===== src/rtl/fir_64_driver_pkg.sv =====
// Shared encodings for the fir_64 operation bus and its host-side driver.
// The filter adopts the same operation enum so both ends agree on the wire values.
package fir_64_driver_pkg;

   localparam int DATA_W = 64;
   localparam int ADDR_W = 32;

   typedef logic signed [DATA_W-1:0] sample_t;
   typedef logic [ADDR_W-1:0]        addr_t;

   typedef enum logic [1:0] {
      FIR_OP_IDLE    = 2'b00,
      FIR_OP_WRITE   = 2'b01,
      FIR_OP_COMPUTE = 2'b10,
      FIR_OP_READ    = 2'b11
   } fir_op_e;

   typedef enum logic [2:0] {
      ST_IDLE,
      ST_CLEAR,
      ST_LOAD,
      ST_COMPUTE,
      ST_READ_REQ,
      ST_READ_WAIT,
      ST_READ_CAP,
      ST_OUT
   } drv_state_e;

endpackage


===== src/rtl/fir_64_driver_if.sv =====
// fir_64 operation bus: the driver is the master, the filter instance is the slave.
interface fir_64_driver_if;
   import fir_64_driver_pkg::*;

   logic    fir_reset;
   addr_t   fir_addr;
   sample_t fir_x;
   fir_op_e fir_op;
   sample_t fir_y;
   logic    fir_done;

   modport master (
      output fir_reset, fir_addr, fir_x, fir_op,
      input  fir_y, fir_done
   );

   modport slave (
      input  fir_reset, fir_addr, fir_x, fir_op,
      output fir_y, fir_done
   );

endinterface


===== src/rtl/fir_64_driver.sv =====
// Host-side sequencer for one fir_64 instance: clear, load a frame, compute,
// then read the results back one beat at a time onto the output stream.
module fir_64_driver
   import fir_64_driver_pkg::*;
#(
   parameter int SIGNAL_LENGTH  = 1000,
   parameter int TIMEOUT_CYCLES = 1048576
) (
   input  logic            clk,
   input  logic            reset,
   input  logic            start,
   output logic            busy,
   output logic            frame_done,
   output logic            timeout_err,
   input  logic            s_valid,
   output logic            s_ready,
   input  sample_t         s_data,
   output logic            m_valid,
   input  logic            m_ready,
   output sample_t         m_data,
   output logic            m_last,
   fir_64_driver_if.master fir
);

   localparam addr_t LAST_IDX     = addr_t'(SIGNAL_LENGTH - 1);
   localparam addr_t TIMEOUT_LAST = addr_t'(TIMEOUT_CYCLES - 1);

   drv_state_e state_q, state_d;
   addr_t      cnt_q, cnt_d, k_q, k_d, timer_q, timer_d;
   logic       busy_q, busy_d, frame_done_q, frame_done_d, timeout_err_q, timeout_err_d;
   logic       s_ready_q, s_ready_d, m_valid_q, m_valid_d, m_last_q, m_last_d;
   sample_t    m_data_q, m_data_d, fir_x_q, fir_x_d;
   logic       fir_reset_q, fir_reset_d;
   addr_t      fir_addr_q, fir_addr_d;
   fir_op_e    fir_op_q, fir_op_d;

   always_ff @(posedge clk) begin
      if (reset) begin
         state_q       <= ST_IDLE;
         cnt_q         <= '0;
         k_q           <= '0;
         timer_q       <= '0;
         busy_q        <= 1'b0;
         frame_done_q  <= 1'b0;
         timeout_err_q <= 1'b0;
         s_ready_q     <= 1'b0;
         m_valid_q     <= 1'b0;
         m_data_q      <= '0;
         m_last_q      <= 1'b0;
         fir_reset_q   <= 1'b1;
         fir_addr_q    <= '0;
         fir_x_q       <= '0;
         fir_op_q      <= FIR_OP_IDLE;
      end else begin
         state_q       <= state_d;
         cnt_q         <= cnt_d;
         k_q           <= k_d;
         timer_q       <= timer_d;
         busy_q        <= busy_d;
         frame_done_q  <= frame_done_d;
         timeout_err_q <= timeout_err_d;
         s_ready_q     <= s_ready_d;
         m_valid_q     <= m_valid_d;
         m_data_q      <= m_data_d;
         m_last_q      <= m_last_d;
         fir_reset_q   <= fir_reset_d;
         fir_addr_q    <= fir_addr_d;
         fir_x_q       <= fir_x_d;
         fir_op_q      <= fir_op_d;
      end
   end

   always_comb begin
      state_d       = state_q;
      cnt_d         = cnt_q;
      k_d           = k_q;
      timer_d       = timer_q;
      busy_d        = busy_q;
      frame_done_d  = 1'b0;
      timeout_err_d = timeout_err_q;
      s_ready_d     = s_ready_q;
      m_valid_d     = m_valid_q;
      m_data_d      = m_data_q;
      m_last_d      = m_last_q;
      fir_reset_d   = fir_reset_q;
      fir_addr_d    = fir_addr_q;
      fir_x_d       = fir_x_q;
      fir_op_d      = fir_op_q;

      case (state_q)
         ST_IDLE: begin
            fir_reset_d = 1'b0;
            fir_op_d    = FIR_OP_IDLE;
            if (start) begin
               timeout_err_d = 1'b0;
               busy_d        = 1'b1;
               state_d       = ST_CLEAR;
            end
         end
         // One-cycle filter reset; s_ready rises together with it.
         ST_CLEAR: begin
            fir_reset_d = 1'b1;
            fir_op_d    = FIR_OP_IDLE;
            cnt_d       = '0;
            s_ready_d   = 1'b1;
            state_d     = ST_LOAD;
         end
         ST_LOAD: begin
            fir_reset_d = 1'b0;
            if (s_valid && s_ready_q) begin
               fir_op_d   = FIR_OP_WRITE;
               fir_addr_d = cnt_q;
               fir_x_d    = s_data;
               cnt_d      = cnt_q + addr_t'(1);
               if (cnt_q == LAST_IDX) begin
                  s_ready_d = 1'b0;
                  timer_d   = '0;
                  state_d   = ST_COMPUTE;
               end
            end else begin
               fir_op_d = FIR_OP_IDLE;
            end
         end
         // fir_done is checked first so it wins over a coincident timeout.
         ST_COMPUTE: begin
            fir_op_d = FIR_OP_COMPUTE;
            timer_d  = timer_q + addr_t'(1);
            if (fir.fir_done) begin
               fir_op_d = FIR_OP_IDLE;
               k_d      = '0;
               state_d  = ST_READ_REQ;
            end else if (timer_q == TIMEOUT_LAST) begin
               fir_op_d      = FIR_OP_IDLE;
               timeout_err_d = 1'b1;
               busy_d        = 1'b0;
               state_d       = ST_IDLE;
            end
         end
         ST_READ_REQ: begin
            fir_op_d   = FIR_OP_READ;
            fir_addr_d = k_q;
            state_d    = ST_READ_WAIT;
         end
         ST_READ_WAIT: begin
            state_d = ST_READ_CAP;
         end
         ST_READ_CAP: begin
            m_data_d  = fir.fir_y;
            m_last_d  = (k_q == LAST_IDX);
            m_valid_d = 1'b1;
            fir_op_d  = FIR_OP_IDLE;
            state_d   = ST_OUT;
         end
         ST_OUT: begin
            if (m_ready) begin
               m_valid_d = 1'b0;
               if (m_last_q) begin
                  frame_done_d = 1'b1;
                  busy_d       = 1'b0;
                  state_d      = ST_IDLE;
               end else begin
                  k_d     = k_q + addr_t'(1);
                  state_d = ST_READ_REQ;
               end
            end
         end
         default: state_d = ST_IDLE;
      endcase
   end

   assign busy          = busy_q;
   assign frame_done    = frame_done_q;
   assign timeout_err   = timeout_err_q;
   assign s_ready       = s_ready_q;
   assign m_valid       = m_valid_q;
   assign m_data        = m_data_q;
   assign m_last        = m_last_q;
   assign fir.fir_reset = fir_reset_q;
   assign fir.fir_addr  = fir_addr_q;
   assign fir.fir_x     = fir_x_q;
   assign fir.fir_op    = fir_op_q;

endmodule


===== src/flat_wrapper.sv =====
// flat-port wrapper written by rule: the top's interface ports become plain ports
module fir_64_driver_flat import fir_64_driver_pkg::*;
#(
   parameter int SIGNAL_LENGTH  = 1000,
   parameter int TIMEOUT_CYCLES = 1048576
)
  (clk, reset, start, busy, frame_done, timeout_err, s_valid, s_ready, s_data, m_valid, m_ready, m_data, m_last, fir_fir_reset, fir_fir_addr, fir_fir_x, fir_fir_op, fir_fir_y, fir_fir_done);
  fir_64_driver_if fir_i ();
  input  logic clk;
  input  logic reset;
  input  logic start;
  output logic busy;
  output logic frame_done;
  output logic timeout_err;
  input  logic s_valid;
  output logic s_ready;
  input  sample_t s_data;
  output logic m_valid;
  input  logic m_ready;
  output sample_t m_data;
  output logic m_last;
  output wire logic [$bits(fir_i.fir_reset)-1:0] fir_fir_reset;
  output wire logic [$bits(fir_i.fir_addr)-1:0] fir_fir_addr;
  output wire logic [$bits(fir_i.fir_x)-1:0] fir_fir_x;
  output wire logic [$bits(fir_i.fir_op)-1:0] fir_fir_op;
  input wire logic [$bits(fir_i.fir_y)-1:0] fir_fir_y;
  input wire logic [$bits(fir_i.fir_done)-1:0] fir_fir_done;
  assign fir_fir_reset = fir_i.fir_reset;
  assign fir_fir_addr = fir_i.fir_addr;
  assign fir_fir_x = fir_i.fir_x;
  assign fir_fir_op = fir_i.fir_op;
  assign fir_i.fir_y = fir_fir_y;
  assign fir_i.fir_done = fir_fir_done;
  fir_64_driver #(.SIGNAL_LENGTH(SIGNAL_LENGTH), .TIMEOUT_CYCLES(TIMEOUT_CYCLES)) u_core (.clk(clk), .reset(reset), .start(start), .busy(busy), .frame_done(frame_done), .timeout_err(timeout_err), .s_valid(s_valid), .s_ready(s_ready), .s_data(s_data), .m_valid(m_valid), .m_ready(m_ready), .m_data(m_data), .m_last(m_last), .fir(fir_i));
endmodule

===== config.mk =====
export PLATFORM = sky130hd
export DESIGN_NAME = fir_64_driver_flat
export DESIGN_NICKNAME = d
export VERILOG_FILES = /design/src/rtl/fir_64_driver_pkg.sv /design/src/rtl/fir_64_driver_if.sv /design/src/rtl/fir_64_driver.sv /design/src/flat_wrapper.sv
export SDC_FILE = /design/constraint.sdc
export NUM_CORES = 1
export LEC_CHECK = 0
export ABC_CLOCK_PERIOD_IN_PS = 3450
export BUFFER_PORTS_ARGS = -buffer_cell sky130_fd_sc_hd__buf_2
export CELL_PAD_IN_SITES_DETAIL_PLACEMENT = 1
export CELL_PAD_IN_SITES_GLOBAL_PLACEMENT = 1
export CORE_ASPECT_RATIO = 1.2
export CORE_MARGIN = 10
export CORE_UTILIZATION = 38
export CTS_CLUSTER_DIAMETER = 200
export DETAILED_ROUTE_END_ITERATION = 10
export MAX_ROUTING_LAYER = met4
export PLACE_DENSITY_LB_ADDON = 0.1
export SYNTH_ARGS = -nofsm -noshare
export SYNTH_HDL_FRONTEND = slang
export SYNTH_SLANG_ARGS = --single-unit

===== constraint.sdc =====
create_clock -name clk -period 3.45 [get_ports clk]
set_input_delay 0.5175 -clock clk [delete_from_list [all_inputs] [get_ports clk]]
set_output_delay 0.5175 -clock clk [all_outputs]
set_load 0.02 [all_outputs]

# Yosys cells after proc, flatten, opt, wreduce, memory -nomap -nowiden
# Cells that the tools add are included.
# Widths: inputs -> output; s select.
dict set report op_classes {
  addsub 3
  n_mul 0
  div_mod_pow 0
  magnitude_cmp 0
  n_eq_ne 20
  n_shift 0
  n_mux 40
  bitwise 2
  n_reduce_logical 24
}
# op n
set op_table {}
lappend op_table {{$pmux 32 s2} 4}
lappend op_table {{$mux 32} 7}
lappend op_table {{$add 32x1->32 const B} 3}
lappend op_table {{$eq 32x10->1 const B} 2}
lappend op_table {{$eq 32x20->1 const B} 1}
lappend op_table {{$pmux 3 s8} 1}
lappend op_table {{$mux 3} 7}
lappend op_table {{$reduce_bool 2->1} 7}
lappend op_table {{$mux 1} 13}
lappend op_table {{$eq 3x3->1 const B} 4}
lappend op_table {{$ne 2x2->1 const B} 5}
lappend op_table {{$ne 2x1->1 const B} 4}
lappend op_table {{$pmux 1 s2} 4}
lappend op_table {{$pmux 2 s4} 1}
lappend op_table {{$reduce_and 2->1} 4}
lappend op_table {{$reduce_and 4->1} 2}
lappend op_table {{$eq 3x2->1 const B} 2}
lappend op_table {{$reduce_and 3->1} 2}
lappend op_table {{$reduce_and 6->1} 1}
lappend op_table {{$reduce_or 3->1} 2}
lappend op_table {{$reduce_and 5->1} 1}
lappend op_table {{$mux 2} 2}
lappend op_table {{$reduce_bool 4->1} 1}
lappend op_table {{$eq 3x1->1 const B} 1}
lappend op_table {{other kinds (7)} 8}
dict set report word_totals {
  regBits 268
  latch_bits 0
  ramBits 0
  mem_bits_ro 0
  in_bits 134
  output_inout_bits 169
  wordCells 104
  memories 0
}

# Depth between registers and ports, before layout
dict set report depth {
  word_depth 4
  depth_mapped 11
  mapped_depth_nobuf 7
}

# Least setup slack after synthesis
# No wires, ideal clock.
dict set report synth_path {
  path_type {register to register}
  start {register u_core.cnt_q[4]}
  end {register u_core.timer_q[25]}
  setup_time_ns 0.086
  t_arrival_ns 2.520
  t_required_ns 3.364
  slack_ns 0.843
  path_stages_with_launch 6
  n_path_buf 0
  synth_period_minus_slack_ns 2.607
  cell_sequence {dfxtp_1 > or4_4 > or4_4 > o41ai_4 > or3b_1 > a221oi_2}
}
dict set report synth_via {
  elab_chain_len 3
}
# element line_no
set synth_rtl {}
lappend synth_rtl {{from (decl)} fir_64_driver.sv:29} ;# addr_t cnt_q, cnt_d, k_q, k_d, timer_q, timer_d;
lappend synth_rtl {{from (signal assigned)} fir_64_driver.sv:56} ;# cnt_q <= cnt_d;
lappend synth_rtl {{$eq 32x10->1} fir_64_driver.sv:115} ;# if (cnt_q == LAST_IDX) begin
lappend synth_rtl {{$ne 2x1->1 (no source line)} n/a}
lappend synth_rtl {{$reduce_and 3->1 (no source line)} n/a}
lappend synth_rtl {{to (signal assigned)} fir_64_driver.sv:58} ;# timer_q <= timer_d;
lappend synth_rtl {{to (decl)} fir_64_driver.sv:29}
# No other way between the ends.
# A chain may end at the register's enable or synchronous reset.

# Final worst setup path
# Same ends and word-level chain as after synthesis.

==> flow_summary.ini <==
[outcome]
status = complete, no violations

[floorplanning]
design.core.area_mm2 = 0.0298
die_area_mm2 = 0.0377
initial_utilization = 0.386
dieHeight_um = 211
rows = 69
die_w_um = 179
io_pins = 303

[timing]
period_needed_ns = 2.87
finalHoldViolCount = 0
slew_viol_final = 0
fin_crit_sh = 0.831
skew_ns = 0.0182
fin_setup_tns_ns = 0
rsz0062_at_grt = no
layout_setup_ws_ns = 0.582
slew-limit-headroom = 0.409
clock.fmax_mhz = 349
worst_pin_slew_ns = 0.883
finalSetupViolations = 0
worst_hold_slack_ns = 0.211

[routing]
wl_per_cell_um = 20.0
routed_wl_um = 42600
num_vias = 11359
antenna_left = 0
drt_iter0_drc = 731
drtPass1Iterations = 4
drcViolationCount = 0
via_per_inst = 5.33

[place]
dpl_worst_slack_ns = 0.603
dp_hpwl_um = 30700
routabilityCongestion = 0.827
postPlaceCellArea_mm2 = 0.0134
io_buffers = 302

[global_routing]
groute.usage.overall = 0.220
grt_pass1_vias = 11273
grt_pass1_wl_um = 64900
antenna_found_initial = 3
grt_overflow_total = 0
grt_max_degree = 101

[clock_tree]
cts.clk_slew.worst_paths_ns = 0.06
cts_hold_buf = 0
cts_resized = 0
h-tree-depth = 1
clockBufferDepth = 3
ctsRootBufferMaster = clkbuf_16
insertion_delay_ns = 0.55
numCtsBuffers = 29
cts_sinks = 268
cts_tree = yes
post_cts_buffers = 0

[finish]
nets = 1863
layout-drive-gt1-share = 0.218
syn2layout_area_growth_pct = 23.8
nFillCells = 3741
finish.instance_area_mm2 = 0.0142
finalCoreUtilization = 0.478

[synthesis]
ys_types = 57
ys.warnings.count = 0
synth-async-reset-ratio = 0
synthFlopType = dfxtp_1
syn_area_per_cell_um2 = 7.86
synth-seq-area-share = 0.466
synthCells = 1464
netlist_area_mm2 = 0.0115
synth-edff-count = 0
syn_nets = 1606
yosys_register_bits = 268

[critical_path]
critPathRequiredTime_ns = 3.91
start_kind = flip-flop
path_max_fanout = 10
cp.arrival_ns = 3.33
cp-end-kind = flip-flop
critical_path_class = reg2reg

[worst_hold_path]
hp-class = in2reg

[power_and_ir_drop]
p_per_area_mw_per_mm2 = 484
power.leakage_nw = 5.48
ir_worst_vdd_uv = 325

[run]
max_cap_viol_count = 0
layer usage:
metal | track usage | up-vias | part of all wire
li1 | - | 5545 | -
met1 | 0.259 | 5494 | 0.41
met2 | 0.379 | 266 | 0.51
met3 | 0.0358 | 54 | 0.054
met4 | 0.0594 | 0 | 0.026
met5 | - | - | 0
kinds of logic (layout without fill, tap and decap cells):
family | after synthesis | after routing | synth area share
XOR/XNOR | 44 | 44 | 0.0335
adder cells (fa/ha/maj) | 8 | 8 | 0.00870
buffers and inverters | 121 | 396 | 0.0396
AND/OR/NAND/NOR | 724 | 724 | 0.285
multiplexers | 22 | 22 | 0.0194
other | 0 | 3 | 0
AO/OA/AOI/OAI | 277 | 277 | 0.148
flip-flops | 268 | 268 | 0.466
placed cells by master, fill, tap and decap left out, types with 28 or more instances in the layout:
| cell | n |
|---|---|
| nand2_1 | 390 |
| a311oi_1 | 33 |
| nand3_1 | 38 |
| clkbuf_16 | 29 |
| buf_2 | 301 |
| nor4_1 | 33 |
| nand4_1 | 28 |
| xnor2_1 | 34 |
| a21oi_1 | 169 |
| nor2_1 | 107 |
| dfxtp_1 | 268 |
cell type report:
type	count	area (um^2)	area share
inverters	21	78.8	0.00553
diodes	3	7.51	0.000527
well taps	390	488	0.0342
clock inverters	4	23.8	0.00167
repair buffers	326	1720	0.121
multi-input cells	1075	5710	0.401
flip-flops and latches	268	5370	0.377
clock buffers	45	856	0.0601
sequential cells by signal, summed over array words and instances, names as in the netlist:
signal / cells
u_core.m_valid: 1
u_core.m_last: 1
u_core.fir.fir_addr: 32
u_core.busy: 1
u_core.fir.fir_x: 64
u_core.k_q: 32
u_core.frame_done: 1
u_core.timer_q: 32
u_core.fir.fir_reset: 1
u_core.state_q: 3
u_core.fir.fir_op: 2
u_core.m_data: 64
u_core.timeout_err: 1
u_core.cnt_q: 32
u_core.s_ready: 1
synthesized netlist by cell type, types with 2 or more instances:
cell / number / share of area
nand2_1: 392 / 0.13
dfxtp_1: 268 / 0.47
a21oi_1: 169 / 0.074
nor2_1: 108 / 0.035
clkbuf_1: 91 / 0.030
nand3_1: 38 / 0.017
xnor2_1: 34 / 0.026
a311oi_1: 33 / 0.025
nor4_1: 33 / 0.018
nand4_1: 28 / 0.015
inv_1: 21 / 0.0069
mux2i_1: 20 / 0.017
nor3_1: 20 / 0.0087
nand2b_1: 19 / 0.010
o21ai_0: 17 / 0.0074
or3_1: 17 / 0.0092
and2_1: 16 / 0.0087
nor2b_1: 12 / 0.0065
a31oi_1: 10 / 0.0054
and3_1: 10 / 0.0054
xor2_1: 10 / 0.0076
and4_1: 9 / 0.0069
buf_1: 8 / 0.0026
ha_1: 8 / 0.0087
o31ai_1: 5 / 0.0033
a211oi_1: 4 / 0.0026
a21boi_0: 4 / 0.0026
a41oi_1: 4 / 0.0030
o2111ai_1: 4 / 0.0030
or4_1: 4 / 0.0026
a21o_1: 3 / 0.0020
a22oi_1: 3 / 0.0020
a32oi_1: 3 / 0.0023
nor3b_1: 3 / 0.0020
nor4b_1: 3 / 0.0023
o21a_1: 3 / 0.0020
o32ai_1: 3 / 0.0023
mux2_2: 2 / 0.0020
nand3b_1: 2 / 0.0013
nand4b_1: 2 / 0.0015
o2111a_1: 2 / 0.0020
or2_2: 2 / 0.0011
or4_4: 2 / 0.0020
or4b_1: 2 / 0.0017
critical path, cell delays in order, from the launching register on:
cell,delay [ns]
dfxtp_1,0.35
or4_4,0.55
or4_4,0.52
o41ai_4,0.67
or3b_1,0.45
a221oi_2,0.26
power by group:
part / total [mW] / switching [mW] / internal [mW]
registers: 3.22 / 0.0582 / 3.17
clock network: 2.95 / 1.26 / 1.69
logic: 0.722 / 0.481 / 0.241
worst paths after layout:
path | start | endpoint | slack [ns] | cells past startpoint
max | u_core.cnt_q[4] | u_core.timer_q[25] | 0.58 | 5
min | fir_fir_y[63] | u_core.m_data[63] | 0.21 | 3
max reg2reg | u_core.cnt_q[4] | u_core.timer_q[25] | 0.58 | 5
min reg2reg | u_core.fir.fir_x[47] | u_core.fir.fir_x[47] | 0.45 | 2
per-stage QoR:
step           total power, mW  std cells
2_1_floorplan             3.71       1464
3_3_place_gp              4.00       2080
3_5_place_dp              4.02       2080
4_1_cts                   6.98       2129
5_1_grt                   7.19       2132
6_report                  6.89       2132
(Power assumes the default switching activity.)
